`config.mk`:
```
export PLATFORM = sky130hd
export DESIGN_NAME = pe_stop_launch
export DESIGN_NICKNAME = d
export VERILOG_FILES = /design/src/rtl/pe_stop_launch.sv
export SDC_FILE = /design/constraint.sdc
export NUM_CORES = 1
export LEC_CHECK = 0
export CELL_PAD_IN_SITES_DETAIL_PLACEMENT = 0
export CELL_PAD_IN_SITES_GLOBAL_PLACEMENT = 1
export CORE_ASPECT_RATIO = 0.75
export CORE_UTILIZATION = 36
export DETAILED_ROUTE_END_ITERATION = 7
export PLACE_DENSITY_LB_ADDON = 0.1
export SYNTH_ARGS = -nofsm -noshare
export SYNTH_HDL_FRONTEND = slang
export SYNTH_SLANG_ARGS = --single-unit
```
`constraint.sdc`:
```
create_clock -name clk -period 3.06 [get_ports clk]
set_input_delay 0.612 -clock clk [delete_from_list [all_inputs] [get_ports clk]]
set_output_delay 0.612 -clock clk [all_outputs]
set_load 0.005 [all_outputs]
```
`src/rtl/pe_stop_launch.sv`:
```
// pe_stop_launch: queues OOB option pointers, fetches each stOp descriptor from the
// configuration ROM, issues it to the streaming-op controller and reports retirement.
module pe_stop_launch #(
    parameter int PTR_W    = 8,
    parameter int OP_W     = 8,
    parameter int ADDR_W   = 24,
    parameter int TYPE_W   = 2,
    parameter int NOPS_W   = 12,
    parameter int ROM_WAIT = 1
) (
    input  logic              clk,
    input  logic              reset_poweron,

    input  logic              cntl__launch__ptr_valid,
    input  logic [PTR_W-1:0]  cntl__launch__ptr,
    output logic              launch__cntl__ptr_ready,

    output logic [PTR_W-1:0]  launch__rom__optionPtr,
    input  logic [OP_W-1:0]   rom__launch__stOp_operation,
    input  logic [ADDR_W-1:0] rom__launch__sourceAddress0,
    input  logic [ADDR_W-1:0] rom__launch__sourceAddress1,
    input  logic [ADDR_W-1:0] rom__launch__destinationAddress0,
    input  logic [ADDR_W-1:0] rom__launch__destinationAddress1,
    input  logic [TYPE_W-1:0] rom__launch__src_data_type0,
    input  logic [TYPE_W-1:0] rom__launch__src_data_type1,
    input  logic [TYPE_W-1:0] rom__launch__dest_data_type0,
    input  logic [TYPE_W-1:0] rom__launch__dest_data_type1,
    input  logic [NOPS_W-1:0] rom__launch__numberOfOperands,

    output logic              launch__stOp__valid,
    input  logic              stOp__launch__ready,
    output logic [OP_W-1:0]   launch__stOp__stOp_operation,
    output logic [ADDR_W-1:0] launch__stOp__sourceAddress0,
    output logic [ADDR_W-1:0] launch__stOp__sourceAddress1,
    output logic [ADDR_W-1:0] launch__stOp__destinationAddress0,
    output logic [ADDR_W-1:0] launch__stOp__destinationAddress1,
    output logic [TYPE_W-1:0] launch__stOp__src_data_type0,
    output logic [TYPE_W-1:0] launch__stOp__src_data_type1,
    output logic [TYPE_W-1:0] launch__stOp__dest_data_type0,
    output logic [TYPE_W-1:0] launch__stOp__dest_data_type1,
    output logic [NOPS_W-1:0] launch__stOp__numberOfOperands,

    input  logic              stOp__launch__complete0,
    input  logic              stOp__launch__complete1,
    output logic              launch__cntl__done,
    output logic              launch__cntl__error,
    output logic              launch__cntl__busy
);

    localparam logic [2:0] S_IDLE  = 3'd0;
    localparam logic [2:0] S_FETCH = 3'd1;
    localparam logic [2:0] S_ISSUE = 3'd2;
    localparam logic [2:0] S_WAIT  = 3'd3;
    localparam logic [2:0] S_DONE  = 3'd4;

    localparam int CNT_W = (ROM_WAIT > 1) ? $clog2(ROM_WAIT) : 1;
    localparam logic [CNT_W-1:0] CNT_LAST = CNT_W'(ROM_WAIT - 1);

    logic [2:0]             state_q, state_d;
    logic [1:0][PTR_W-1:0]  fifo_mem_q, fifo_mem_d;
    logic                   fifo_rd_q, fifo_rd_d;
    logic                   fifo_wr_q, fifo_wr_d;
    logic [1:0]             fifo_cnt_q, fifo_cnt_d;
    logic [CNT_W-1:0]       wait_cnt_q, wait_cnt_d;
    logic [PTR_W-1:0]       option_ptr_q, option_ptr_d;
    logic [OP_W-1:0]        op_q, op_d;
    logic [ADDR_W-1:0]      src0_q, src0_d, src1_q, src1_d;
    logic [ADDR_W-1:0]      dst0_q, dst0_d, dst1_q, dst1_d;
    logic [TYPE_W-1:0]      st0_q, st0_d, st1_q, st1_d;
    logic [TYPE_W-1:0]      dt0_q, dt0_d, dt1_q, dt1_d;
    logic [NOPS_W-1:0]      nops_q, nops_d;
    logic                   flag0_q, flag0_d, flag1_q, flag1_d;
    logic                   error_q, error_d;
    logic                   push, pop, fifo_empty, ptr_ready;

    assign ptr_ready  = (fifo_cnt_q < 2'd2);
    assign fifo_empty = (fifo_cnt_q == 2'd0);
    assign push       = cntl__launch__ptr_valid && ptr_ready;

    always_comb begin
        state_d      = state_q;
        fifo_mem_d   = fifo_mem_q;
        fifo_rd_d    = fifo_rd_q;
        fifo_wr_d    = fifo_wr_q;
        fifo_cnt_d   = fifo_cnt_q;
        wait_cnt_d   = wait_cnt_q;
        option_ptr_d = option_ptr_q;
        op_d         = op_q;
        src0_d       = src0_q;
        src1_d       = src1_q;
        dst0_d       = dst0_q;
        dst1_d       = dst1_q;
        st0_d        = st0_q;
        st1_d        = st1_q;
        dt0_d        = dt0_q;
        dt1_d        = dt1_q;
        nops_d       = nops_q;
        flag0_d      = flag0_q;
        flag1_d      = flag1_q;
        error_d      = error_q;
        pop          = 1'b0;

        case (state_q)
            S_IDLE: begin
                if (!fifo_empty) begin
                    pop     = 1'b1;
                    state_d = S_FETCH;
                end
            end
            S_FETCH: begin
                if (wait_cnt_q == CNT_LAST) begin
                    op_d   = rom__launch__stOp_operation;
                    src0_d = rom__launch__sourceAddress0;
                    src1_d = rom__launch__sourceAddress1;
                    dst0_d = rom__launch__destinationAddress0;
                    dst1_d = rom__launch__destinationAddress1;
                    st0_d  = rom__launch__src_data_type0;
                    st1_d  = rom__launch__src_data_type1;
                    dt0_d  = rom__launch__dest_data_type0;
                    dt1_d  = rom__launch__dest_data_type1;
                    nops_d = rom__launch__numberOfOperands;
                    // An empty operation is never issued; it retires straight away.
                    if (rom__launch__numberOfOperands == '0) begin
                        error_d = 1'b1;
                        state_d = S_DONE;
                    end else begin
                        state_d = S_ISSUE;
                    end
                end else begin
                    wait_cnt_d = wait_cnt_q + CNT_W'(1);
                end
            end
            S_ISSUE: begin
                if (stOp__launch__ready) begin
                    flag0_d = 1'b0;
                    flag1_d = 1'b0;
                    state_d = S_WAIT;
                end
            end
            S_WAIT: begin
                if (flag0_q && flag1_q) begin
                    state_d = S_DONE;
                end else begin
                    flag0_d = flag0_q | stOp__launch__complete0;
                    flag1_d = flag1_q | stOp__launch__complete1;
                end
            end
            S_DONE: begin
                if (!fifo_empty) begin
                    pop     = 1'b1;
                    state_d = S_FETCH;
                end else begin
                    state_d = S_IDLE;
                end
            end
            default: state_d = S_IDLE;
        endcase

        if (pop) begin
            option_ptr_d = fifo_mem_q[fifo_rd_q];
            wait_cnt_d   = '0;
            fifo_rd_d    = ~fifo_rd_q;
        end
        if (push) begin
            fifo_mem_d[fifo_wr_q] = cntl__launch__ptr;
            fifo_wr_d             = ~fifo_wr_q;
        end
        case ({push, pop})
            2'b10:   fifo_cnt_d = fifo_cnt_q + 2'd1;
            2'b01:   fifo_cnt_d = fifo_cnt_q - 2'd1;
            default: fifo_cnt_d = fifo_cnt_q;
        endcase
    end

    always_ff @(posedge clk or negedge reset_poweron) begin
        if (!reset_poweron) begin
            state_q      <= S_IDLE;
            fifo_mem_q   <= '0;
            fifo_rd_q    <= 1'b0;
            fifo_wr_q    <= 1'b0;
            fifo_cnt_q   <= 2'd0;
            wait_cnt_q   <= '0;
            option_ptr_q <= '0;
            op_q         <= '0;
            src0_q       <= '0;
            src1_q       <= '0;
            dst0_q       <= '0;
            dst1_q       <= '0;
            st0_q        <= '0;
            st1_q        <= '0;
            dt0_q        <= '0;
            dt1_q        <= '0;
            nops_q       <= '0;
            flag0_q      <= 1'b0;
            flag1_q      <= 1'b0;
            error_q      <= 1'b0;
        end else begin
            state_q      <= state_d;
            fifo_mem_q   <= fifo_mem_d;
            fifo_rd_q    <= fifo_rd_d;
            fifo_wr_q    <= fifo_wr_d;
            fifo_cnt_q   <= fifo_cnt_d;
            wait_cnt_q   <= wait_cnt_d;
            option_ptr_q <= option_ptr_d;
            op_q         <= op_d;
            src0_q       <= src0_d;
            src1_q       <= src1_d;
            dst0_q       <= dst0_d;
            dst1_q       <= dst1_d;
            st0_q        <= st0_d;
            st1_q        <= st1_d;
            dt0_q        <= dt0_d;
            dt1_q        <= dt1_d;
            nops_q       <= nops_d;
            flag0_q      <= flag0_d;
            flag1_q      <= flag1_d;
            error_q      <= error_d;
        end
    end

    assign launch__cntl__ptr_ready           = ptr_ready;
    assign launch__rom__optionPtr            = option_ptr_q;
    assign launch__stOp__valid               = (state_q == S_ISSUE);
    assign launch__stOp__stOp_operation      = op_q;
    assign launch__stOp__sourceAddress0      = src0_q;
    assign launch__stOp__sourceAddress1      = src1_q;
    assign launch__stOp__destinationAddress0 = dst0_q;
    assign launch__stOp__destinationAddress1 = dst1_q;
    assign launch__stOp__src_data_type0      = st0_q;
    assign launch__stOp__src_data_type1      = st1_q;
    assign launch__stOp__dest_data_type0     = dt0_q;
    assign launch__stOp__dest_data_type1     = dt1_q;
    assign launch__stOp__numberOfOperands    = nops_q;
    assign launch__cntl__done                = (state_q == S_DONE);
    assign launch__cntl__error               = error_q;
    assign launch__cntl__busy                = (state_q != S_IDLE) || !fifo_empty;

endmodule

```
==> impl_metrics.py <==
metrics = {
    "global_routing": {
        "grt_max_degree": 105,
        "grt_busiest_layer": "met2",
        "grt_use_met1_pct": 20.5,
        "grt_pass1_wl_um": 24100,
        "grt.overflow.total": 0,
        "met3_usage_pct": 8.05,
        "track_usage_pct": 17.8,
        "grt_pass1_vias": 4337,
        "antenna_found_initial": 0,
        "met2_usage_pct": 29.5,
    },
    "sta": {
        "rsz0062_at_grt": "no",
        "min_period_over_period_pct": 87.2,
        "finalCriticalPeriod_ns": 2.67,
        "fmax_ghz": 0.375,
        "final_hold_viol_count": 0,
        "finalClockSkew_ns": 0.00720,
        "tightestPinTransition_ns": 0.757,
        "slew_violations": 0,
        "worst_slack_ns": 0.390,
        "final-setup-viol-count": 0,
        "maxSlewHeadroom_pct": 49.5,
        "tns_ns": 0,
    },
    "setup_path": {
        "critPathMaxFanout": 7,
        "rr_startpoint": "state_q[0]",
        "path_cells": "nor2b_1 -> nor2b_1 -> clkdlybuf4s50_1",
        "start_kind": "flop",
        "cp.depth": 3,
        "crit_top_cell": "nor2b_1",
        "startpoint": "state_q[1]",
        "cp-endpoint": "launch__stOp__valid",
        "r2r_end": "launch__stOp__sourceAddress1[20]",
        "crit_buf_inv": 1,
        "cp.arrival_ns": 2.06,
        "crit_required_ns": 2.45,
        "reg2regPathDepth": 3,
        "end_kind": "primary output",
        "worstSetupPathType": "flop to primary output",
        "slowest_delay_ns": 0.56,
        "cp_slowest_cell": "clkdlybuf4s50_1",
        "r2r_slack_ns": 1.00,
        "cp_top_family": "simple AND/OR/NAND/NOR gates",
    },
    "power": {
        "p_leak_nw": 4.09,
        "clkPwrFrac_pct": 21.4,
        "ir_worst_vdd_mv": 0.526,
        "p_switching_mw": 2.84,
        "p_comb_share_pct": 42.6,
        "pwr-share-seq_pct": 36.1,
        "power_density_nw_per_um2": 1060,
        "swShare_pct": 27.0,
        "power.total_mw": 10.5,
        "p_int_mw": 7.67,
    },
    "floorplan": {
        "row_count": 41,
        "die_y_um": 117,
        "core-area_um2": 17000,
        "start_util_pct": 37.1,
        "dieArea_um2": 18100,
        "die_w_um": 155,
        "pin_count": 275,
    },
    "detailed_routing": {
        "drcViolationCount": 0,
        "dr.pass1.iters": 4,
        "viasPerCell": 4.52,
        "detail_route.wl_per_cell_um": 17.5,
        "dr_total_vias": 4082,
        "wl_um": 15800,
        "dr.first_iter.drc_count": 121,
        "route.antenna.remaining_nets": 0,
    },
    "worst_hold_path": {
        "timing.hold.worst.class": "primary input to async pin",
    },
    "clock_tree": {
        "cts_tree": "done",
        "post_cts_buffers": 0,
        "ctsLongestPathBuffers": 2,
        "cts.sinks": 158,
        "cts_resized": 0,
        "hold_buffers": 0,
        "path_clk_slew_ns": 0.06,
        "root_buffer": "clkbuf_16",
        "cts_max_level": 4,
        "numCtsBuffers": 17,
        "clkLatencyLatePin_ns": 0.42,
    },
    "synthesis": {
        "syn_area_um2": 6310,
        "synthCells": 371,
        "synth_top_area_share_pct": 62.7,
        "synth-seq-cells": 158,
        "yosysUniqueCellTypes": 29,
        "avgSynthCellArea_um2": 17.0,
        "ys_seq_area_share_pct": 62.7,
        "synth.area.top_cells": "dfrtp_1 63%, mux2_2 21%, mux2_4 9.3%",
        "ys_warn_count": 0,
        "syn_nets": 510,
        "yosys.area.top_type": "dfrtp_1",
    },
    "cells_and_area": {
        "final_area_um2": 9880,
        "layout_commonest_cell": "clkdlybuf4s50_1",
        "fin_util_pct": 58.2,
        "multi_input_area_um2": 2160,
        "syn2layout_area_growth_pct": 56.7,
        "nNetsFinal": 794,
        "drive_gt1_share_pct": 29.9,
        "mostFrequentLayoutCells": "273 x clkdlybuf4s50_1, 158 x dfrtp_1, 117 x mux2_2, 39 x mux2_4, 17 x clkbuf_16",
        "seqCellArea_um2": 3950,
        "fill_cells": 1349,
        "insertedDiodeCount": 0,
    },
    "place": {
        "place_congestion": 0.719,
        "hpwl_um": 11300,
        "port_buffers": 274,
        "dp_slack_ns": 0.819,
        "dpl_cell_area_um2": 9250,
    },
    "run_status": {
        "status": "finished, final reports clean",
    },
    "run": {
        "cap_viol_max_count": 0,
    },
}
[stage by stage]
| step | hold WS, ns | cells |
|---|---|---|
| finish | 0.217 | 904 |
| global route | 0.275 | 904 |
| CTS | 0.244 | 904 |
| detailed placement | 0.476 | 872 |
| global placement | 0.463 | 872 |
| floorplan | 0.316 | 371 |
[cell families (layout without fill, tap and decap cells)]
logic type / after synthesis / in the layout / share of synthesized area, %
DFF: 158 / 158 / 62.7
xor gates and xnor gates: 5 / 5 / 0.694
adders and majority gates: 1 / 1 / 0.198
buffers and inverters: 18 / 315 / 3.09
and+or+nand+nor: 26 / 26 / 2.50
muxes: 156 / 156 / 30.2
AOI/OAI and AO/OA: 7 / 7 / 0.655
[sequential cells by signal (all words and copies together) (netlist names), 3 cells and up]
register	cells
state_q	3
launch__stOp__sourceAddress1	24
launch__stOp__destinationAddress0	24
launch__stOp__stOp_operation	8
launch__rom__optionPtr	8
launch__stOp__sourceAddress0	24
launch__stOp__numberOfOperands	12
fifo_mem_q	16
launch__stOp__destinationAddress1	24
[per-layer routing]
layer,part of all wire (%),vias to the layer above
li1,-,1882
met3,10,20
met5,0,-
met1,41,2015
met2,48,165
met4,1.6,0
[layout make-up]
type | count | area share, %
Sequential cell | 158 | 40.0
Timing Repair Buffer | 282 | 28.6
Clock inverter | 11 | 1.57
Multi-Input combinational cell | 195 | 21.9
Clock buffer | 21 | 4.86
Tap cell | 236 | 2.99
Inverter | 1 | 0.0380
[Yosys cell counts (all sizes together)]
| master | n |
|---|---|
| xnor2 | 4 |
| o21a | 1 |
| xor2 | 1 |
| nor2 | 5 |
| o21ai | 1 |
| nand2b | 2 |
| mux2 | 156 |
| nor4 | 3 |
| buf | 16 |
| nor2b | 2 |
| nor3b | 2 |
| a22o | 1 |
| nand4 | 2 |
| nand2 | 3 |
| clkbuf | 1 |
| dfrtp | 158 |
| nand3 | 4 |
| a21oi | 4 |
| nor3 | 2 |
| nand3b | 1 |
| inv | 1 |
| ha | 1 |
[power groups by stage]
stage	registers, mW	clock network (mW)	logic [mW]
after floorplan	3.78	0	2.16
after global placement	3.76	0	4.45
after detailed placement	3.82	0	4.52
after CTS	3.81	2.30	4.55
after global routing	3.95	2.40	4.80
final	3.79	2.24	4.48
[worst min path at each step]
stage / from / endpoint / slack, ns / depth (start not counted)
2_1_floorplan: reset_poweron / fifo_cnt_q[0] / 0.32 / 0
3_3_place_gp: launch__cntl__error / launch__cntl__error / 0.46 / 1
5_1_grt: reset_poweron / launch__stOp__destinationAddress1[20] / 0.28 / 1
3_5_place_dp: launch__cntl__error / launch__cntl__error / 0.48 / 1
6_report: reset_poweron / launch__stOp__destinationAddress1[20] / 0.22 / 1
4_1_cts: reset_poweron / launch__stOp__destinationAddress1[20] / 0.24 / 1
No activity file was read; power rests on OpenSTA's default activity.
